===== config.mk =====
export PLATFORM = sky130hd
export DESIGN_NAME = vld_sequencer
export DESIGN_NICKNAME = d
export VERILOG_FILES = /design/src/rtl/vld_pkg.sv /design/src/rtl/vld_addr_gen.sv /design/src/rtl/vld_sequencer.sv
export SDC_FILE = /design/constraint.sdc
export NUM_CORES = 1
export LEC_CHECK = 0
export CAP_MARGIN = 15
export CORE_MARGIN = 5
export CORE_UTILIZATION = 45
export DETAILED_ROUTE_END_ITERATION = 8
export DONT_BUFFER_PORTS = 1
export HOLD_SLACK_MARGIN = 0.15
export SLEW_MARGIN = 10
export SYNTH_ARGS = -nofsm -noshare
export SYNTH_HDL_FRONTEND = slang
export SYNTH_SLANG_ARGS = --single-unit

===== constraint.sdc =====
create_clock -name Clk1 -period 3.4 [get_ports Clk1]
set_input_delay 1.02 -clock Clk1 [delete_from_list [all_inputs] [get_ports Clk1]]
set_output_delay 1.02 -clock Clk1 [all_outputs]
set_load 0.005 [all_outputs]

===== src/rtl/vld_pkg.sv =====
// Shared types and constants for the vector-load sequencer.
package vld_pkg;

  localparam int DATA_W   = 16;
  localparam int NUM_ELEM = 16;
  localparam int VEC_W    = NUM_ELEM * DATA_W;

  typedef enum logic [1:0] {
    IDLE = 2'd0,
    REQ  = 2'd1,
    WAIT = 2'd2,
    DONE = 2'd3
  } state_t;

  // Width needed to hold values 0..n-1, never less than one bit.
  function automatic int idx_width(input int n);
    return (n > 1) ? $clog2(n) : 1;
  endfunction

endpackage


===== src/rtl/vld_addr_gen.sv =====
// Element address register: loads base/stride at acceptance, then steps by
// the latched stride with 16-bit wrap-around.
module vld_addr_gen
  import vld_pkg::*;
#(
  parameter int ADDR_W = DATA_W
) (
  input  logic              Clk1,
  input  logic              Reset,
  input  logic              load,
  input  logic              step,
  input  logic [ADDR_W-1:0] base,
  input  logic [ADDR_W-1:0] stride,
  output logic [ADDR_W-1:0] addr
);

  logic [ADDR_W-1:0] stride_q;

  // NOTE: sequential state is written with <= so every register samples
  // pre-edge values regardless of process ordering.
  always_ff @(posedge Clk1) begin
    if (Reset) begin
      addr     <= '0;
      stride_q <= '0;
    end else if (load) begin
      addr     <= base;
      stride_q <= stride;
    end else if (step) begin
      addr     <= addr + stride_q;
    end
  end

endmodule


===== src/rtl/vld_sequencer.sv =====
// Vector-load sequencer: issues NUM_ELEM single-word reads and packs them
// into one vector. Define VLD_STRIDE_EN to add a stride input port.
module vld_sequencer #(
  parameter int NUM_ELEM   = vld_pkg::NUM_ELEM,
  parameter int DATA_W     = vld_pkg::DATA_W,
  parameter int RD_LATENCY = 1
) (
  input  logic                         Clk1,
  input  logic                         Reset,
  input  logic                         start,
  input  logic [15:0]                  base_addr,
`ifdef VLD_STRIDE_EN
  input  logic [15:0]                  stride,
`endif
  input  logic [DATA_W-1:0]            mem_data_in,
  output logic [15:0]                  mem_addr,
  output logic                         mem_rd,
  output logic [NUM_ELEM*DATA_W-1:0]   vec_data,
  output logic                         busy,
  output logic                         done
);

  import vld_pkg::*;

  localparam int IDX_W = idx_width(NUM_ELEM);
  localparam int LAT_W = idx_width(RD_LATENCY);
  localparam logic [IDX_W-1:0] LAST_IDX = IDX_W'(NUM_ELEM - 1);
  localparam logic [LAT_W-1:0] LAT_LOAD = LAT_W'(RD_LATENCY - 1);

  state_t           state, state_d;
  logic [IDX_W-1:0] index;
  logic [LAT_W-1:0] lat_cnt;
  logic             armed;
  logic             load, step, capture;
  logic [15:0]      stride_val;

`ifdef VLD_STRIDE_EN
  assign stride_val = stride;
`else
  assign stride_val = 16'd1;
`endif

  vld_addr_gen #(.ADDR_W(16)) u_addr_gen (
    .Clk1   (Clk1),
    .Reset  (Reset),
    .load   (load),
    .step   (step),
    .base   (base_addr),
    .stride (stride_val),
    .addr   (mem_addr)
  );

  always_ff @(posedge Clk1) begin
    if (Reset) state <= IDLE;
    else       state <= state_d;
  end

  // NOTE: every output of this block gets a default first, so no path
  // through the case can leave a signal unassigned and infer a latch.
  always_comb begin
    state_d = state;
    load    = 1'b0;
    step    = 1'b0;
    capture = 1'b0;
    case (state)
      IDLE: if (start && armed) begin
        load    = 1'b1;
        state_d = REQ;
      end
      REQ:  state_d = WAIT;
      WAIT: if (lat_cnt == '0) begin
        capture = 1'b1;
        if (index == LAST_IDX) begin
          state_d = DONE;
        end else begin
          step    = 1'b1;
          state_d = REQ;
        end
      end
      DONE:    state_d = IDLE;
      default: state_d = IDLE;
    endcase
  end

  // Strobes decode straight from the state register.
  assign mem_rd = (state == REQ);
  assign done   = (state == DONE);
  assign busy   = (state != IDLE);

  // NOTE: vec_data is a flat register, not a RAM, so it is reset along with
  // the control state; an aborted load must read back as all zeros.
  always_ff @(posedge Clk1) begin
    if (Reset) begin
      index    <= '0;
      lat_cnt  <= '0;
      armed    <= 1'b1;
      vec_data <= '0;
    end else begin
      if (load) begin
        index    <= '0;
        vec_data <= '0;
      end
      // Only a visible drop of start re-arms, so a held request runs once.
      if (state == IDLE && !start) armed <= 1'b1;
      if (state == DONE)           armed <= 1'b0;
      if (state == REQ)
        lat_cnt <= LAT_LOAD;
      else if (state == WAIT && lat_cnt != '0)
        lat_cnt <= lat_cnt - 1'b1;
      if (capture) vec_data[index*DATA_W +: DATA_W] <= mem_data_in;
      if (step)    index <= index + 1'b1;
    end
  end

endmodule


---- Yosys cells after proc, flatten, opt, wreduce, memory -nomap -nowiden ----
Cells that the tools add are included.
word-level totals
  register bits after elaboration ......... 281
  latch bits .............................. 0
  memory bits (writable) .................. 0
  ROM bits ................................ 0
  output and inout bits ................... 275
  logic and storage cells ................. 50
  memories ................................ 0
cells by class
  add/subtract/negate cells ............... 4
  multiply operators ...................... 0
  divide/modulo/power cells ............... 0
  order comparisons ....................... 0
  eq/ne operators ......................... 6
  shifts and indexed selects .............. 2
  multiplexer cells ....................... 21
  bitwise logic cells ..................... 0
  reduce and logical (&&, ||, !) cells .... 10
operators with widths
  operator                                                                    count
  256-bit 2-to-1 mux                                                          3
  256-bit bitwise mux                                                         1
  16-bit by 34-bit variable shift with 256-bit output (first input constant)  1
  16-bit by 34-bit variable part select with 256-bit output                   1
  8-bit negator with 34-bit output                                            1
  16-bit 2-to-1 mux                                                           2
  16-bit by 1-bit adder with 16-bit output                                    1
  1-bit 2-to-1 mux                                                            9
  4-bit 2-to-1 mux                                                            2
  2-bit case mux with 4 select lines                                          1
  2-bit 2-to-1 mux                                                            3
  2-bit nonzero test                                                          3
  4-bit by 1-bit adder with 4-bit output (second input constant)              1
  2-bit == test (second input constant)                                       2
  4-bit == test (second input constant)                                       1
  2-bit inequality test (second input constant)                               2
  1-bit logical AND                                                           3
  2-bit by 1-bit == test with 1-bit output (second input constant)            1
  2-bit zero test                                                             1
  2-bit AND reduction                                                         1
  2-bit OR reduction                                                          1
  1-bit zero test                                                             1
  1-bit subtractor (second input constant)                                    1

---- Logic depth before layout (Yosys ltp) ----
  word-level depth ........................ 7
  depth in mapped cells ................... 10

---- Modules after synthesis ----
Synthesis repeated with hierarchy kept, for this count alone.
unflattened totals
  cell total of the unflattened synthesis .. 1237
  area total of the unflattened synthesis .. 11353.4 µm²
by module, submodules not included
  module         instances  cells each  area an instance (µm²)  sequential area each (µm²)
  vld_sequencer  1          1016        9426.5                  5285.1
  vld_addr_gen   1          221         1926.8                  640.6

---- Worst setup path after synthesis ----
No wires, ideal clock.
  path kind ............................... register to register
  start point ............................. register index[0]
  end point ............................... register vec_data[38]
  arrival time ............................ 2375 ps
  required time ........................... 3328 ps
  setup slack ............................. 953 ps
  cell stages (with the launch flop) ...... 10
  buffers on the path ..................... 3
  clock period less this slack ............ 2447 ps
  cell sequence ........................... dfxtp_1 > buf_2 > inv_1 > ha_1 > buf_2 > inv_1 > a2111o_1 > nor2_2 > buf_4 > mux2i_1
on the way
  longest elaborated chain between the ends .. 4
  elaborated cells on any way between the ends .. 5
RTL lines
  item                                                                                                                                     line                  source
  start: declaration                                                                                                                       vld_sequencer.sv:31   logic [IDX_W-1:0] index;
  start signal: assignment                                                                                                                 vld_sequencer.sv:111  if (step) index <= index + 1'b1;
  8-bit negator with 34-bit output (*)                                                                                                     vld_sequencer.sv:110  if (capture) vec_data[index*DATA_W +: DATA_W] <= mem_data_in;
  16-bit by 34-bit variable part select with 256-bit output / 16-bit by 34-bit variable shift with 256-bit output (equally long branches)  vld_sequencer.sv:110
  256-bit bitwise mux (*)                                                                                                                  vld_sequencer.sv:110
  256-bit 2-to-1 mux (*)                                                                                                                   vld_sequencer.sv:110
  end signal: indexed assignment                                                                                                           vld_sequencer.sv:110
  end: declaration                                                                                                                         vld_sequencer.sv:18   output logic [NUM_ELEM*DATA_W-1:0] vec_data,
Every way passes the cells marked *; elsewhere a longest branch is shown, timed or not.
A chain may end at the register's enable or synchronous reset.

---- Worst setup path after layout ----
  start point ............................. register index[0]
  end point ............................... register vec_data[231]
Same word-level chain as after synthesis.

==> qor.tcl <==
set qor(outcome) {complete, no violations}
set qor(ys_warn_count) 0
set qor(clkSinkCount) 281
set qor(initialDrtViolationCount) 436
set qor(timing_worst_setup_path_type) {flop to flop}
set qor(hold_class) {flop to flop}
set qor(initial_core_util) 0.4604
set qor(drt_pre_antenna_iters) 7
set qor(core.rowCount) 56
set qor(maxSlewViolCount) 0
set qor(route.antenna.remaining_nets) 0
set qor(ys_seq_area_frac) 0.5175
set qor(critical_path.endpoint) {vec_data[231]$_SDFF_PP0_}
set qor(finished_layout_cells) 1439
set qor(routabilityCongestion) 0.8017
set qor(regToRegStartpoint) {index[0]$_SDFFE_PP0P_}
set qor(dpl.cell_count) 1394
set qor(worst-r2r-cell-count) 7
set qor(grt_antenna_before_repair) 0
set qor(startpoint) {index[0]$_SDFFE_PP0P_}
set qor(path_delay_family) {simple AND/OR/NAND/NOR gates}
set qor(syn-cell-area_um2) 10870
set qor(worstSetupEndpointType) {flop}
set qor(cellPowerDensity_nw_per_um2) 551.6
set qor(setup_repair_after_global_routing_missed_its_margin) {false}
set qor(detailroute.via_count) 7795
set qor(slew-limit-headroom) 0.3591
set qor(synthesis.instances) 1122
set qor(reg2reg_to) {vec_data[231]$_SDFF_PP0_}
set qor(grt_first_pass_wirelength_um) 46370
set qor(finalCriticalPeriod_ps) 2729
set qor(global_route.usage.total) 0.2159
set qor(dp_hpwl_um) 21240
set qor(min_from) {vec_data[47]$_SDFF_PP0_}
set qor(p_comb_frac) 0.029
set qor(cp_num_cells) 7
set qor(antenna_cells) 0
set qor(yosys-top-cells-area) {sky130_fd_sc_hd__dfxtp_1 (52%), sky130_fd_sc_hd__mux2i_1 (22%), sky130_fd_sc_hd__nand2_1 (12%)}
set qor(critical_path.max_stage_delay_ps) 580
set qor(synth.ff_latch_count) 281
set qor(path_clk_slew_ps) 60
set qor(critical_path_arrival_ps) 3180
set qor(p_leak_nw) 4.723
set qor(synth_top_area_share) 0.5175
set qor(finalSetupTns_ps) 0
set qor(swShare) 0.2140
set qor(synth.lib_cells_used.distinct) 48
set qor(detail_route.wirelength_um) 31190
set qor(dieWidth_um) 165.4
set qor(die_h_um) 165.4
set qor(p_clk_frac) 0.468
set qor(critical_path_buf_inv_count) 3
set qor(synth_ff_type) {sky130_fd_sc_hd__dfxtp_1}
set qor(cts.repair_timing.setup_buffer_count) 0
set qor(placement.io_buffers) 0
set qor(synth_area_leader_cell) {sky130_fd_sc_hd__dfxtp_1}
set qor(final-setup-viol-count) 0
set qor(area_growth_pct) 11.14
set qor(cts.hold.buffers_added) 0
set qor(cts_inserted_buffers) 29
set qor(cpMostUsedCell) {sky130_fd_sc_hd__inv_1}
set qor(clockRootBuffer) {sky130_fd_sc_hd__clkbuf_16}
set qor(final.setup.worst_slack_ps) 671.5
set qor(timing.clock.skew_ps) 6.226
set qor(mappedNetlistNets) 1162
set qor(share_seq_of_total_power) 0.503
set qor(cts.path.max_buffers) 3
set qor(htree_levels) 1
set qor(worst-endpoint-required_ps) 3860
set qor(largest_net_degree_at_the_start_of_global_routing) 131
set qor(switching_power_mw) 1.426
set qor(design.portCount) 310
set qor(synth_edf_count) 0
set qor(peak_supply_drop_uv) 420.3
set qor(slowest_stage) {sky130_fd_sc_hd__nor2_4}
set qor(power_mw) 6.664
set qor(synthArstFlopShare) 0
set qor(timing.critical_path.fanout_max) 16
set qor(cell_internal_pwr_mw) 5.238
set qor(fp.coreArea_um2) 23610
set qor(post_cts_resized) 0
set qor(wire_per_inst_um) 21.68
set qor(setup.reg_to_reg.worst_slack_ps) 670
set qor(post_synth.cell_area_avg_um2) 9.688
set qor(detail_route.drc_violations) 0
set qor(timing.fmax_mhz) 366.5
set qor(clk-insertion-delay-late_ps) 530
set qor(grt_overflow_total) 0
set qor(path_cells) {buf_4 > inv_1 > ha_1 > inv_1 > a2111o_1 > nor2_4 > mux2i_1}
set qor(tritoncts) {done}
set qor(via_count_of_the_first_global_routing_pass) 7621
set qor(worstSetupStartpointType) {flop}
set qor(layout_worst_path_cycle_share) 0.8025
set qor(max-cap-violations) 0
set qor(layout-drive-gt1-share) 0.07857
set qor(worst-slew-pin-transition_ps) 954.0
set qor(nNetsFinal) 1146
set qor(avgViaCountPerCell) 5.417
set qor(detailedPlace.worstSlack_ps) 671.0
set qor(hold_violations) 0
set qor(die_area_um2) 27370
-- state kept, by name, summed over array words and instances, names as in the netlist --
signal,cells
armed,1
u_addr_gen.addr,16
u_addr_gen.stride_q,1
lat_cnt,1
vec_data,256
state,2
index,4
-- layout by cell type (no fill, tap or decap), types with 9 or more instances in the layout --
cell / count
sky130_fd_sc_hd__a21oi_1: 29
sky130_fd_sc_hd__buf_4: 19
sky130_fd_sc_hd__clkbuf_16: 29
sky130_fd_sc_hd__dfxtp_1: 281
sky130_fd_sc_hd__inv_1: 9
sky130_fd_sc_hd__mux2i_1: 242
sky130_fd_sc_hd__nand2_1: 340
sky130_fd_sc_hd__nand3_1: 28
sky130_fd_sc_hd__nand4_1: 9
sky130_fd_sc_hd__o21ai_0: 21
-- cells by family after synthesis --
group                      Yosys count  share of synthesized area
buffers and inverters               77                    0.03361
DFF                                281                     0.5175
and+or+nand+nor                    441                     0.1773
AOI/OAI and AO/OA                   64                    0.03292
muxes                              244                     0.2249
adders and majority gates            5                   0.005755
xor gates and xnor gates            10                   0.008057
-- power by group through the flow --
stage	clock network (mW)	logic, mW	registers, mW
6_report	3.12	0.191	3.35
5_1_grt	3.34	0.213	3.36
4_1_cts	3.19	0.193	3.35
3_5_place_dp	0	0.192	3.43
3_3_place_gp	0	0.193	3.43
2_1_floorplan	0	0.156	3.41
-- through the flow --
step                hold slack, ps    util  instance area [um2]
floorplan                    444.5       -                10870
detailed placement           469.2  0.4726                11160
global placement             462.5  0.4726                11160
global route                 497.8  0.5117                12080
finish                       477.2  0.5117                12080
CTS                          480.4  0.5117                12080
-- worst min-delay path by stage --
| stage | end | slack, ps | depth (start not counted) |
|---|---|---|---|
| floorplan | u_addr_gen.stride_q[0]$_SDFFE_PP0P_ | 440 | 2 |
| global placement | u_addr_gen.stride_q[0]$_SDFFE_PP0P_ | 460 | 2 |
| detailed placement | vec_data[80]$_SDFF_PP0_ | 470 | 2 |
| CTS | vec_data[100]$_SDFF_PP0_ | 480 | 2 |
| global route | vec_data[97]$_SDFF_PP0_ | 500 | 2 |
| finish | vec_data[47]$_SDFF_PP0_ | 480 | 2 |
-- per-layer routing --
layer  track usage  vias to the layer above  part of all wire
met3       0.07421                       44              0.11
met2        0.3524                      283              0.46
met5             0                        -                 0
met1        0.2755                     3712              0.41
li1              -                     3756                 -
met4       0.05362                        0             0.020
-- cells in the mapped netlist, types with 2 or more instances --
cell                         n
sky130_fd_sc_hd__buf_4       4
sky130_fd_sc_hd__a21oi_1    29
sky130_fd_sc_hd__inv_1       9
sky130_fd_sc_hd__o21ai_0    21
sky130_fd_sc_hd__nand2_1   340
sky130_fd_sc_hd__nor2_4      4
sky130_fd_sc_hd__nand2b_1    2
sky130_fd_sc_hd__and4_1      4
sky130_fd_sc_hd__nor2_2      4
sky130_fd_sc_hd__nor4bb_1    2
sky130_fd_sc_hd__nand3_1    28
sky130_fd_sc_hd__buf_2      13
sky130_fd_sc_hd__o211ai_1    3
sky130_fd_sc_hd__a31oi_1     7
sky130_fd_sc_hd__mux2i_1   242
sky130_fd_sc_hd__mux2_2      2
sky130_fd_sc_hd__buf_6       6
sky130_fd_sc_hd__nor2_1      9
sky130_fd_sc_hd__xnor2_1     4
sky130_fd_sc_hd__ha_1        5
sky130_fd_sc_hd__nor3_1     10
sky130_fd_sc_hd__buf_1       3
sky130_fd_sc_hd__clkbuf_1   42
sky130_fd_sc_hd__and2_1      2
sky130_fd_sc_hd__xor2_1      6
sky130_fd_sc_hd__or3_1       7
sky130_fd_sc_hd__dfxtp_1   281
sky130_fd_sc_hd__and3_1      5
sky130_fd_sc_hd__nand4_1     9
-- layout make-up --
type                       instances  area (um2)
clock buffer                      35       798.3
tap                              319       399.1
multi-input combinational        764        4917
sequential                       281        5625
fill                            2204       11530
clock inverter                    10       125.1
inverter                           9       33.78
timing repair buffer              21       182.7
-- worst register-to-register path: stages (launching register included) --
cell                       delay, ps
sky130_fd_sc_hd__dfxtp_1         300
sky130_fd_sc_hd__buf_4           180
sky130_fd_sc_hd__inv_1           130
sky130_fd_sc_hd__ha_1            490
sky130_fd_sc_hd__inv_1           180
sky130_fd_sc_hd__a2111o_1        520
sky130_fd_sc_hd__nor2_4          580
sky130_fd_sc_hd__mux2i_1         270
No activity file was read; power rests on OpenSTA's default activity.
